===== config.mk =====
export PLATFORM = sky130hd
export DESIGN_NAME = fixed_point_sign_apply
export DESIGN_NICKNAME = d
export VERILOG_FILES = /design/src/rtl/fixed_point_sign_apply_pkg.sv /design/src/rtl/fixed_point_pipe_slice.sv /design/src/rtl/fixed_point_sign_apply.sv
export SDC_FILE = /design/constraint.sdc
export NUM_CORES = 1
export LEC_CHECK = 0
export CAP_MARGIN = 10
export CORE_MARGIN = 4
export CORE_UTILIZATION = 35
export CTS_CLUSTER_SIZE = 20
export DETAILED_ROUTE_END_ITERATION = 7
export GPL_TIMING_DRIVEN = 0
export HOLD_SLACK_MARGIN = 0.03
export PLACE_DENSITY = 0.71
export SLEW_MARGIN = 10
export SYNTH_ARGS = -nofsm -noshare
export SYNTH_HDL_FRONTEND = slang
export SYNTH_SLANG_ARGS = --single-unit

===== constraint.sdc =====
create_clock -name CLK -period 1.3 [get_ports CLK]
set_input_delay 0.13 -clock CLK [delete_from_list [all_inputs] [get_ports CLK]]
set_output_delay 0.13 -clock CLK [all_outputs]
set_load 0.01 [all_outputs]

===== src/rtl/fixed_point_sign_apply_pkg.sv =====
// Shared fixed-point helpers for the signed/magnitude conversion units.
// Holds the saturation limits as constant functions of the data width and the
// range classification used when re-applying a sign to a magnitude, so that
// this block and the absolute-value unit agree on which magnitudes fit.
package fixed_point_sign_apply_pkg;

  // Widest data path the helpers support; callers zero-extend into this.
  localparam int unsigned MaxWidth = 64;

  typedef logic [MaxWidth-1:0] wide_t;

  // Largest positive value, 2^(width-1)-1.
  function automatic wide_t fxp_maxp(input int unsigned width);
    return (wide_t'(1) << (width - 1)) - wide_t'(1);
  endfunction

  // Magnitude of the most negative value, 2^(width-1); as a width-bit
  // pattern this is also the two's-complement MIN (1000...0).
  function automatic wide_t fxp_min(input int unsigned width);
    return wide_t'(1) << (width - 1);
  endfunction

  // 1 when the magnitude cannot be represented with the requested sign.
  // Negative results reach one step further than positive ones.
  function automatic logic fxp_out_of_range(input wide_t mag, input logic neg,
                                            input int unsigned width);
    if (neg) begin
      return mag > fxp_min(width);
    end
    return mag > fxp_maxp(width);
  endfunction

endpackage


===== src/rtl/fixed_point_pipe_slice.sv =====
// One pipeline register slice with valid/ready flow control.
// The slice loads when it is empty or when its current content leaves in the
// same cycle, so a full pipeline of slices sustains one beat per cycle.
// Ports:
//   CLK, RSTN    clock, asynchronous active-low reset
//   in_valid     upstream offers in_data
//   in_data      payload to capture
//   in_ready     slice can capture this cycle (combinational from out_ready)
//   out_valid    slice holds a beat
//   out_data     held payload, stable while out_valid && !out_ready
//   out_ready    downstream takes the held beat this cycle
module fixed_point_pipe_slice #(
  parameter int unsigned PayloadWidth = 10
) (
  input  logic                    CLK,
  input  logic                    RSTN,
  input  logic                    in_valid,
  input  logic [PayloadWidth-1:0] in_data,
  output logic                    in_ready,
  output logic                    out_valid,
  output logic [PayloadWidth-1:0] out_data,
  input  logic                    out_ready
);

  logic                    valid_q, valid_d;
  logic [PayloadWidth-1:0] data_q, data_d;
  logic                    moves;
  logic                    loads;

  always_comb begin
    moves    = valid_q & out_ready;
    in_ready = ~valid_q | moves;
    loads    = in_valid & in_ready;
    valid_d  = loads | (valid_q & ~moves);
    data_d   = loads ? in_data : data_q;
  end

  always_ff @(posedge CLK or negedge RSTN) begin
    if (!RSTN) begin
      valid_q <= 1'b0;
      data_q  <= '0;
    end else begin
      valid_q <= valid_d;
      data_q  <= data_d;
    end
  end

  assign out_valid = valid_q;
  assign out_data  = data_q;

endmodule


===== src/rtl/fixed_point_sign_apply.sv =====
// Re-applies a saved sign to an unsigned magnitude, producing a saturated
// two's-complement value. Two-stage valid/ready pipeline:
//   S1 classifies the range and registers the (conditionally inverted) operand,
//   S2 completes the negation with +1 or substitutes the saturation limit.
// Ports:
//   CLK, RSTN   clock, asynchronous active-low reset
//   VALUE_IN    unsigned magnitude
//   SIGN_IN     1 requests a negative result
//   VALID_IN    input beat valid
//   READY_OUT   input beat accepted this cycle (combinational from READY_IN)
//   VALUE_OUT   signed result (registered)
//   VALID_OUT   output beat valid (registered)
//   READY_IN    downstream accepts the output beat
//   OVERFLOW    current output beat was saturated (registered)
module fixed_point_sign_apply
  import fixed_point_sign_apply_pkg::*;
#(
  parameter int unsigned WIDTH = 8
) (
  input  logic             CLK,
  input  logic             RSTN,
  input  logic [WIDTH-1:0] VALUE_IN,
  input  logic             SIGN_IN,
  input  logic             VALID_IN,
  output logic             READY_OUT,
  output logic [WIDTH-1:0] VALUE_OUT,
  output logic             VALID_OUT,
  input  logic             READY_IN,
  output logic             OVERFLOW
);

  localparam int unsigned      PayloadWidth = WIDTH + 2;
  localparam logic [WIDTH-1:0] MaxP         = WIDTH'(fxp_maxp(WIDTH));
  localparam logic [WIDTH-1:0] MinV         = WIDTH'(fxp_min(WIDTH));

  // Payload layout for both slices: {sign, ovf, value}.
  logic [PayloadWidth-1:0] s1_in_data, s1_data;
  logic [PayloadWidth-1:0] s2_in_data, s2_data;
  logic                    s1_valid, s2_valid;
  logic                    s2_in_ready;

  logic                    s1_in_ovf;
  logic [WIDTH-1:0]        s1_in_operand;
  logic                    s1_sign, s1_ovf;
  logic [WIDTH-1:0]        s1_operand;
  logic [WIDTH-1:0]        s2_in_value;
  logic                    unused_s2_sign;

  // Stage 1: classify and pre-invert so S2 only needs an incrementer.
  always_comb begin
    s1_in_ovf     = fxp_out_of_range(wide_t'(VALUE_IN), SIGN_IN, WIDTH);
    s1_in_operand = SIGN_IN ? ~VALUE_IN : VALUE_IN;
    s1_in_data    = {SIGN_IN, s1_in_ovf, s1_in_operand};
  end

  fixed_point_pipe_slice #(
    .PayloadWidth(PayloadWidth)
  ) u_s1 (
    .CLK      (CLK),
    .RSTN     (RSTN),
    .in_valid (VALID_IN),
    .in_data  (s1_in_data),
    .in_ready (READY_OUT),
    .out_valid(s1_valid),
    .out_data (s1_data),
    .out_ready(s2_in_ready)
  );

  // Stage 2: finish negation or saturate. The increment's carry out is
  // dropped on purpose: -0 wraps to 0 and -2^(W-1) lands exactly on MIN.
  always_comb begin
    s1_sign    = s1_data[WIDTH+1];
    s1_ovf     = s1_data[WIDTH];
    s1_operand = s1_data[WIDTH-1:0];
    if (s1_ovf) begin
      s2_in_value = s1_sign ? MinV : MaxP;
    end else if (s1_sign) begin
      s2_in_value = s1_operand + WIDTH'(1);
    end else begin
      s2_in_value = s1_operand;
    end
    s2_in_data = {s1_sign, s1_ovf, s2_in_value};
  end

  fixed_point_pipe_slice #(
    .PayloadWidth(PayloadWidth)
  ) u_s2 (
    .CLK      (CLK),
    .RSTN     (RSTN),
    .in_valid (s1_valid),
    .in_data  (s2_in_data),
    .in_ready (s2_in_ready),
    .out_valid(s2_valid),
    .out_data (s2_data),
    .out_ready(READY_IN)
  );

  assign VALID_OUT      = s2_valid;
  assign OVERFLOW       = s2_data[WIDTH];
  assign VALUE_OUT      = s2_data[WIDTH-1:0];
  // Sign travels with the beat for symmetry with S1 but is not needed here.
  assign unused_s2_sign = s2_data[WIDTH+1];

endmodule


After elaboration in Yosys (flattened, before gate mapping)
Index checks and enable logic that the tools add are counted.

Flip-flop bits (word level): 21. Latch bits: 0. Memory bits (writable): 0. Memory bits (read-only): 0. Input port bits: 13. Output and inout bits: 11. Word-level logic and storage cells: 28. Memories: 0.

Add/subtract/negate cells: 1. Multipliers: 0. Div/mod/pow operators: 0. Order comparisons: 2. Equality and inequality tests: 0. Shift-type cells: 0. Muxes and demuxes: 7. Bitwise logic cells: 14. Reduce and logical (&&, ||, !) cells: 0.

Operator list (count): $mux W8 (4); $add A8 B1 Y8 const B (1); $gt A8 B7 Y1 const B (1); $gt A8 B8 Y1 const B (1); $not A8 Y8 (1); $and A1 B1 Y1 (5); $not A1 Y1 (4); $or A1 B1 Y1 (4); $mux W1 (3).

Logic depth before layout (Yosys ltp)
Depth in word-level cells: 6. Gate-level depth with buffers: 5. Mapped depth without buffers: 5.

Modules after synthesis
Synthesis repeated with hierarchy kept, for this count alone.

Cell total of the unflattened synthesis: 94. Area total of the unflattened synthesis: 1257.5 um2.

By module, submodules not included: fixed_point_pipe_slice (instances 2, cells an instance 24, area an instance 465.4 um2, sequential area each 275.3 um2); fixed_point_sign_apply (instances 1, cells an instance 46, area an instance 326.6 um2, sequential area each 0.0 um2).

Least setup slack after synthesis
No wires, ideal clock.

Kind: reg-to-reg. From: reg u_s1.data_q[2] (netlist: u_s1.out_data[2]). To: reg u_s2.data_q[7] (netlist: u_s2.out_data[7]). Setup time: 0.126 ns. Arrival: 1.099 ns. Required time: 1.174 ns. Setup slack: 0.075 ns. Cell stages (with the launch flop): 6. Path buffers: 1. Period minus slack after synthesis: 1.225 ns. Cells stage by stage: dfrtp_1 buf_4 nand4_2 nor3_2 xor2_1 a221o_1.

Cells in the longest elaborated chain, start to end: 3.

Ends and longest elaborated chain: from (decl) (line fixed_point_pipe_slice.sv:26) `logic [PayloadWidth-1:0] data_q, data_d;`; from (signal assigned) (line fixed_point_pipe_slice.sv:44) `data_q <= data_d;`; $add A8 B1 Y8 (line fixed_point_sign_apply.sv:78) `s2_in_value = s1_operand + WIDTH'(1);`; $mux W8 (line fixed_point_sign_apply.sv:77) `end else if (s1_sign) begin`; $mux W8 (line fixed_point_sign_apply.sv:75) `if (s1_ovf) begin`; to (signal assigned) (line fixed_point_pipe_slice.sv:44); to (decl) (line fixed_point_pipe_slice.sv:26).

No other way between the ends. A chain may end at the register's enable or synchronous reset.

Worst setup path after layout
From: reg u_s1.data_q[2] (netlist: u_s1.out_data[2]). To: reg u_s2.data_q[3] (netlist: u_s2.out_data[3]).

The elaborated chain is that of the path after synthesis.

==> qor.yml <==
floorplan:
  initial_core_util: 0.379
  ios: 24
  die_w_microns: 63.8
  die_area_sq_um: 4070
  dieHeight_microns: 63.8
  row_count: 19
  coreArea_sq_um: 2880
timing:
  worstMarginPinSlew_ns: 0.926
  final.setup.tns_ns: 0
  hold_viol_final: 0
  rsz0062_at_grt: "true"
  setup_violations: 0
  drv_slew: 0
  post-route-period-util: 0.951
  worst_hold_slack_ns: 0.139
  fin_ws_ns: 0.0633
  fmax_mhz: 809
  slew_headroom: 0.381
  period_needed_ns: 1.24
  skew_ns: 0.00476
synth:
  yosysTopAreaCell: "dfrtp_1"
  synthSimpleGateAreaFrac: 0.218
  synthArstFlopShare: 1.00
  synth_cell_types: 32
  synth_top_family_by_area: "simple AND/OR/NAND/NOR gates"
  synth-seq-cells: 21
  syn_nets: 129
  synth_commonest_cells: "21 x dfrtp_1, 21 x nand2_1, 9 x o21ai_0"
  netlist_area_sq_um: 1090
  synth_edf_count: 0
  synth_ff_type: "dfrtp_1"
  yosysSeqAreaShare: 0.482
  synth_cells: 115
  synth_warnings: 0
  synthMuxAreaShare: 0.0207
  synth_compound_area_frac: 0.148
  avgSynthCellArea_sq_um: 9.48
  yosys-top-cells-area: "dfrtp_1 48%, nand2_1 7.2%, xnor2_1 6.4%"
  synth_xor_xnor_area_share: 0.0804
  yosys.area.top_type_share: 0.482
  synth_fa_ha_area_frac: 0.0115
grt:
  first_global_vias: 911
  antenna_found_initial: 0
  grt_pass1_wl_mm: 3.94
  grt_util_all_layers: 0.119
  overflow: 0
  grt_max_degree: 22
power_and_ir_drop:
  p_leak_nw: 0.654
  p_total_mw: 1.84
  p_per_area_nw_per_um2: 1210
  peakVddDrop_mv: 0.561
critical_path:
  cp.required_ns: 1.50
  path_cells: "buf_6 -> buf_4 -> buf_4 -> nand4_1 -> a21oi_1 -> a22o_1"
  cpMaxStageDelayCell: "dfrtp_1"
  crit_top_cell: "buf_4"
  crit_buf_inv: 3
  crit_arrival_ns: 1.43
  slowest_delay_ns: 0.39
  critPathKind: "register to register"
  critical_path_peak_fanout: 3
  critical_path.startpoint_type: "register"
  cp_top_family: "flip-flops"
  end_kind: "register"
cts:
  cts_hold_buf: 0
  cts_inserted_buffers: 3
  clk_path_buf_depth: 2
  clk_pin_slew_ns: 0.11
  cts_tree: "yes"
  clk_latency_ns: 0.30
  cts-root-buf: "clkbuf_4"
  h-tree-depth: 1
  clock-sinks: 21
final_layout:
  syn2layout_area_growth_pct: 38.8
  antenna_cells: 0
  final_area_sq_um: 1510
  layout-drive-gt1-share: 0.238
  final_nets: 166
routing:
  first_iter_violations: 11
  vias: 920
  viasPerCell: 4.77
  wire_per_inst_microns: 12.0
  routed_wl_mm: 2.32
  drc_errors: 0
  ant_nets: 0
  firstDrtPassIters: 4
placed_design:
  pre_cts_slack_ns: -0.190
  port_buffers: 22
  hpwl_mm: 1.64
  dpl-instance-area_sq_um: 1360
  gp_congestion: 0.736
flow_run:
  cap_violations: 0
outcome:
  status: "completed"
worst_hold_path:
  holdCritPathClass: "input pin to register"
## per-stage QoR
| stage | util | instances |
|---|---|---|
| 6_report | 0.526 | 193 |
| 5_1_grt | 0.526 | 193 |
| 4_1_cts | 0.502 | 188 |
| 3_5_place_dp | 0.474 | 179 |
| 3_3_place_gp | 0.474 | 179 |
| 2_1_floorplan | - | 115 |
## per-layer routing
metal  part of all wire  global-route usage
met5                  0                   0
met4             0.0035              0.0162
met3              0.047              0.0420
met2               0.50               0.213
met1               0.45               0.141
## flip-flops by register name, summed over array words and instances, names as in the netlist
signal          cells
u_s1.out_data      10
u_s1.out_valid      1
u_s2.out_data       9
u_s2.out_valid      1
## area by class of cell
cell class	count	area, sq um
multi-input combinational	87	572
buffer	6	48.8
tap	42	52.6
inverter	1	3.75
clock buffer	3	22.5
clock inverter	1	5.00
sequential	21	531
timing repair buffer	32	278
fill	277	1360
## logic make-up after synthesis
| kind of cell | count (synthesis) |
|---|---|
| adder cells (fa/ha/maj) | 1 |
| buffers and inverters | 7 |
| flip-flops | 21 |
| AND/OR/NAND/NOR | 47 |
| AO/OA/AOI/OAI | 27 |
| multiplexers | 2 |
| XOR/XNOR | 10 |
## cell usage in the layout (no fill, tap or decap), types with 2 or more instances in the layout
cell             netlist  final
o21a_1                 2      2
o21ai_0                9      8
nand4_1                3      3
buf_4                  1     10
xnor2_1                8      8
nand2b_1               3      3
buf_2                  4      4
buf_6                  1      3
nand2_1               21     18
nor3_2                 1      2
nor3_1                 4      2
nor2b_1                2      2
clkbuf_4               0      3
clkdlybuf4s50_1        0     11
dfrtp_2                0      4
o21ai_1                7      8
dfrtp_1               21     17
a21oi_1                3      3
a22o_1                 2      2
dlygate4sd2_1          0     10
nor2_1                 7      7
nand2_2                1      3
xor2_1                 2      2
## timing repair
action	CTS	global route
setup endpoints to repair	13	17
pin swaps	3	5
gates resized for setup	19	14
buffers inserted	5	5
## worst paths after layout
check | from | depth (start not counted) | end | slack, ns
max reg2reg | u_s1.out_data[2]$_DFFE_PN0P_ | 6 | u_s2.out_data[3]$_DFFE_PN0P_ | 0.06
max | u_s1.out_data[2]$_DFFE_PN0P_ | 6 | u_s2.out_data[3]$_DFFE_PN0P_ | 0.06
min reg2reg | u_s2.out_data[5]$_DFFE_PN0P_ | 2 | u_s2.out_data[5]$_DFFE_PN0P_ | 0.49
min | SIGN_IN | 2 | u_s1.out_data[9]$_DFFE_PN0P_ | 0.14
max in group asynchronous | RSTN | 1 | u_s1.out_data[3]$_DFFE_PN0P_ | 0.34
min in group asynchronous | RSTN | 1 | u_s1.out_valid$_DFF_PN0_ | 0.34
## power breakdown
group | leakage (nW) | internal, mW | total, mW | switching (mW)
sequential | 0.250 | 0.787 | 0.899 | 0.112
combinational | 0.386 | 0.332 | 0.634 | 0.302
clock | 0.0177 | 0.115 | 0.302 | 0.187
total | 0.654 | 1.23 | 1.84 | 0.602
Note: power is estimated with default switching activity, not from simulation.
==> edit, RTL diff (same flow settings) <==
Register the output `OVERFLOW`, without a reset; this adds one clock of latency there. The other outputs are not delayed to match. Comments in the files are not updated.
--- a/src/rtl/fixed_point_sign_apply.sv
+++ b/src/rtl/fixed_point_sign_apply.sv
@@ -98,3 +98,5 @@
   assign VALID_OUT      = s2_valid;
-  assign OVERFLOW       = s2_data[WIDTH];
+  always_ff @(posedge CLK) begin
+    OVERFLOW <= s2_data[WIDTH];
+  end
   assign VALUE_OUT      = s2_data[WIDTH-1:0];
Function: changed (a bounded check fails within 4 cycles, from zero or initial values and one cycle with RSTN low).
==> edit against the original RTL <==
Worst setup slack got worse by 0.011 ns; sequential share of layout area decreased by 0.45 points; global-route usage is 0.082 points higher; power is 12% higher; via count up 4.0%; synthesized area grew 7.3%; final area rose by 4.9%; sequential cell count grew 1; routed wire length rose by 3.1%; critical path type unchanged.
==> edit: results (changes against the original RTL) <==
XOR/XNOR share of the synthesized area: 7.49% (-0.55 points)
Post-Synth Adder-Cell Area: 1.07% (-0.079 points)
DP Cell Count: 190 (+6.1%)
Syn avg cell area: 9.43 um^2 (-0.44%)
CTS clk-pin slew, worst paths: 0.13 ns (+0.02 ns)
Status: finished, final reports clean
Reg2Reg Depth: 4 (-2)
Crit path arrival time: 1.45 ns (+0.02 ns)
Met3 usage: 1.36% (-2.8 points)
Filler Cell Count: 308 (+11%)
WHS: 0.136 ns (-0.00319 ns)
Mux cell area share after synthesis: 1.93% (-0.14 points)
GPL Wtd Cong: 0.788 (+7.1%)
Slowest cell delay on critical path: 0.42 ns (+0.03 ns)
Final non-filler cell total: 203 (+5.2%)
Area contributors post-synth: dfrtp_1, nand2_1, xnor2_1, buf_4, o21ai_0
FFs w/ async S/R, synth: 95.5% (-4.5 points)
Input/output buffers: 22 (unchanged)
H-tree levels: 1 (unchanged)
Final HPWL DP: 1740 um (+5.8%)
Hold Crit Class: in -> reg
Gr usage total: 12.0% (+0.082 points)
Launch point of the worst reg-to-reg path: u_s2.out_valid$_DFF_PN0_
Largest net degree at the start of global routing: 22 (unchanged)
Number of global-route vias before repair: 978 (+7.4%)
Syn_nets: 138 (+7.0%)
DR WL/cell: 11.8 um (-2.0%)
Seq/Total Area, Yosys: 46.6% (-1.6 points)
Leak Pwr: 0.700 nW (+7.1%)
M1 WL: 1040 um (about the same)
Dominant synthesized flop cell: dfrtp_1
Commonest cells post-synth: dfrtp_1, nand2_1, buf_4, o21ai_0, xnor2_1
DP Worst Slack: -0.204 ns (-0.0138 ns)
Layout cell share with drive strength beyond 1: 26.4% (+2.6 points)
Met2 Use GR: 21.8% (+0.49 points)
Global-route wire length before repair: 4080 um (+3.5%)
# nets final: 174 (+4.8%)
WL met3: 116 um (+7.4%)
Met2 Routed Length: 1210 um (+3.9%)
Iter 0 DRT Violations: 14 (+3)
Max transition margin: 37.9% (-0.17 points)
Post-synth cell types: 33 (+3.1%)
Setup Skew: 0.00974 ns (+0.00498 ns)
Peak supply drop: 0.381 mV (-32%)
Compound-gate portion of the synthesized area: 13.8% (-1.0 points)
-- edit: cell types whose count changed after synthesis, sizes merged --
cell,change
dfxtp,+1
buf,+8
-- edit: how the worst max path moves through the flow --
stage | start | endpoint | slack, ns | depth (start not counted)
after CTS | u_s1.out_data[0]$_DFFE_PN0P_ | u_s2.out_data[6]$_DFFE_PN0P_ | 0.0008 | 5
final | u_s2.out_valid$_DFF_PN0_ | u_s2.out_data[3]$_DFFE_PN0P_ | 0.05 | 4
after global placement | READY_IN | u_s2.out_data[3]$_DFFE_PN0P_ | -0.16 | 5
after global routing | u_s2.out_valid$_DFF_PN0_ | u_s2.out_data[2]$_DFFE_PN0P_ | -0.04 | 4
after detailed placement | READY_IN | u_s2.out_data[2]$_DFFE_PN0P_ | -0.20 | 5
after floorplan | u_s1.out_data[2]$_DFFE_PN0P_ | u_s2.out_data[7]$_DFFE_PN0P_ | 0.08 | 5
-- edit: final cells by class --
| cell class | instances | area, um^2 | share of cell area [%] |
|---|---|---|---|
| multi-input cells | 87 | 563 | 35.5 |
| plain buffers | 14 | 105 | 6.62 |
| inverters | 1 | 3.75 | 0.237 |
| repair buffers | 31 | 274 | 17.3 |
| clock buffers | 4 | 36.3 | 2.29 |
| flip-flops and latches | 22 | 549 | 34.6 |
| well taps | 44 | 55.1 | 3.47 |
-- edit: repair_timing --
item / 4_1_cts / 5_1_grt
endpoints found under the setup margin: 12 / 17
buffers inserted: 4 / 5
pin swaps: 1 / 3
resized for setup: 17 / 9
-- edit: worst max-delay path: cells and delay by family, from the launching register on --
kind                   cells  cell delay [ns]
AOI/OAI and AO/OA          1             0.24
DFF                        1             0.42
and+or+nand+nor            2             0.28
buffers and inverters      1             0.20
-- edit: kinds of logic (layout without fill, tap and decap cells) --
kind of cell | count (synthesis) | after routing
muxes | 2 | 2
xor gates and xnor gates | 10 | 10
AOI/OAI and AO/OA | 27 | 27
DFF | 22 | 22
adders and majority gates | 1 | 1
buffers and inverters | 15 | 50
and+or+nand+nor | 47 | 47
-- edit: where the power goes --
| part | switching (mW) | total [mW] | internal [mW] | leakage, nW |
|---|---|---|---|---|
| Combinational | 0.318 | 0.736 | 0.419 | 0.420 |
| Clock | 0.205 | 0.376 | 0.171 | 0.0210 |
| Sequential | 0.114 | 0.938 | 0.824 | 0.260 |
| Total | 0.637 | 2.05 | 1.41 | 0.700 |
-- edit: stage by stage --
step	instance area, um^2	util (%)	power, mW
2_1_floorplan	1170	-	1.35
3_5_place_dp	1450	46.2	1.64
3_3_place_gp	1450	46.2	1.61
4_1_cts	1520	48.7	2.01
6_report	1590	50.7	2.05
5_1_grt	1590	50.7	2.20
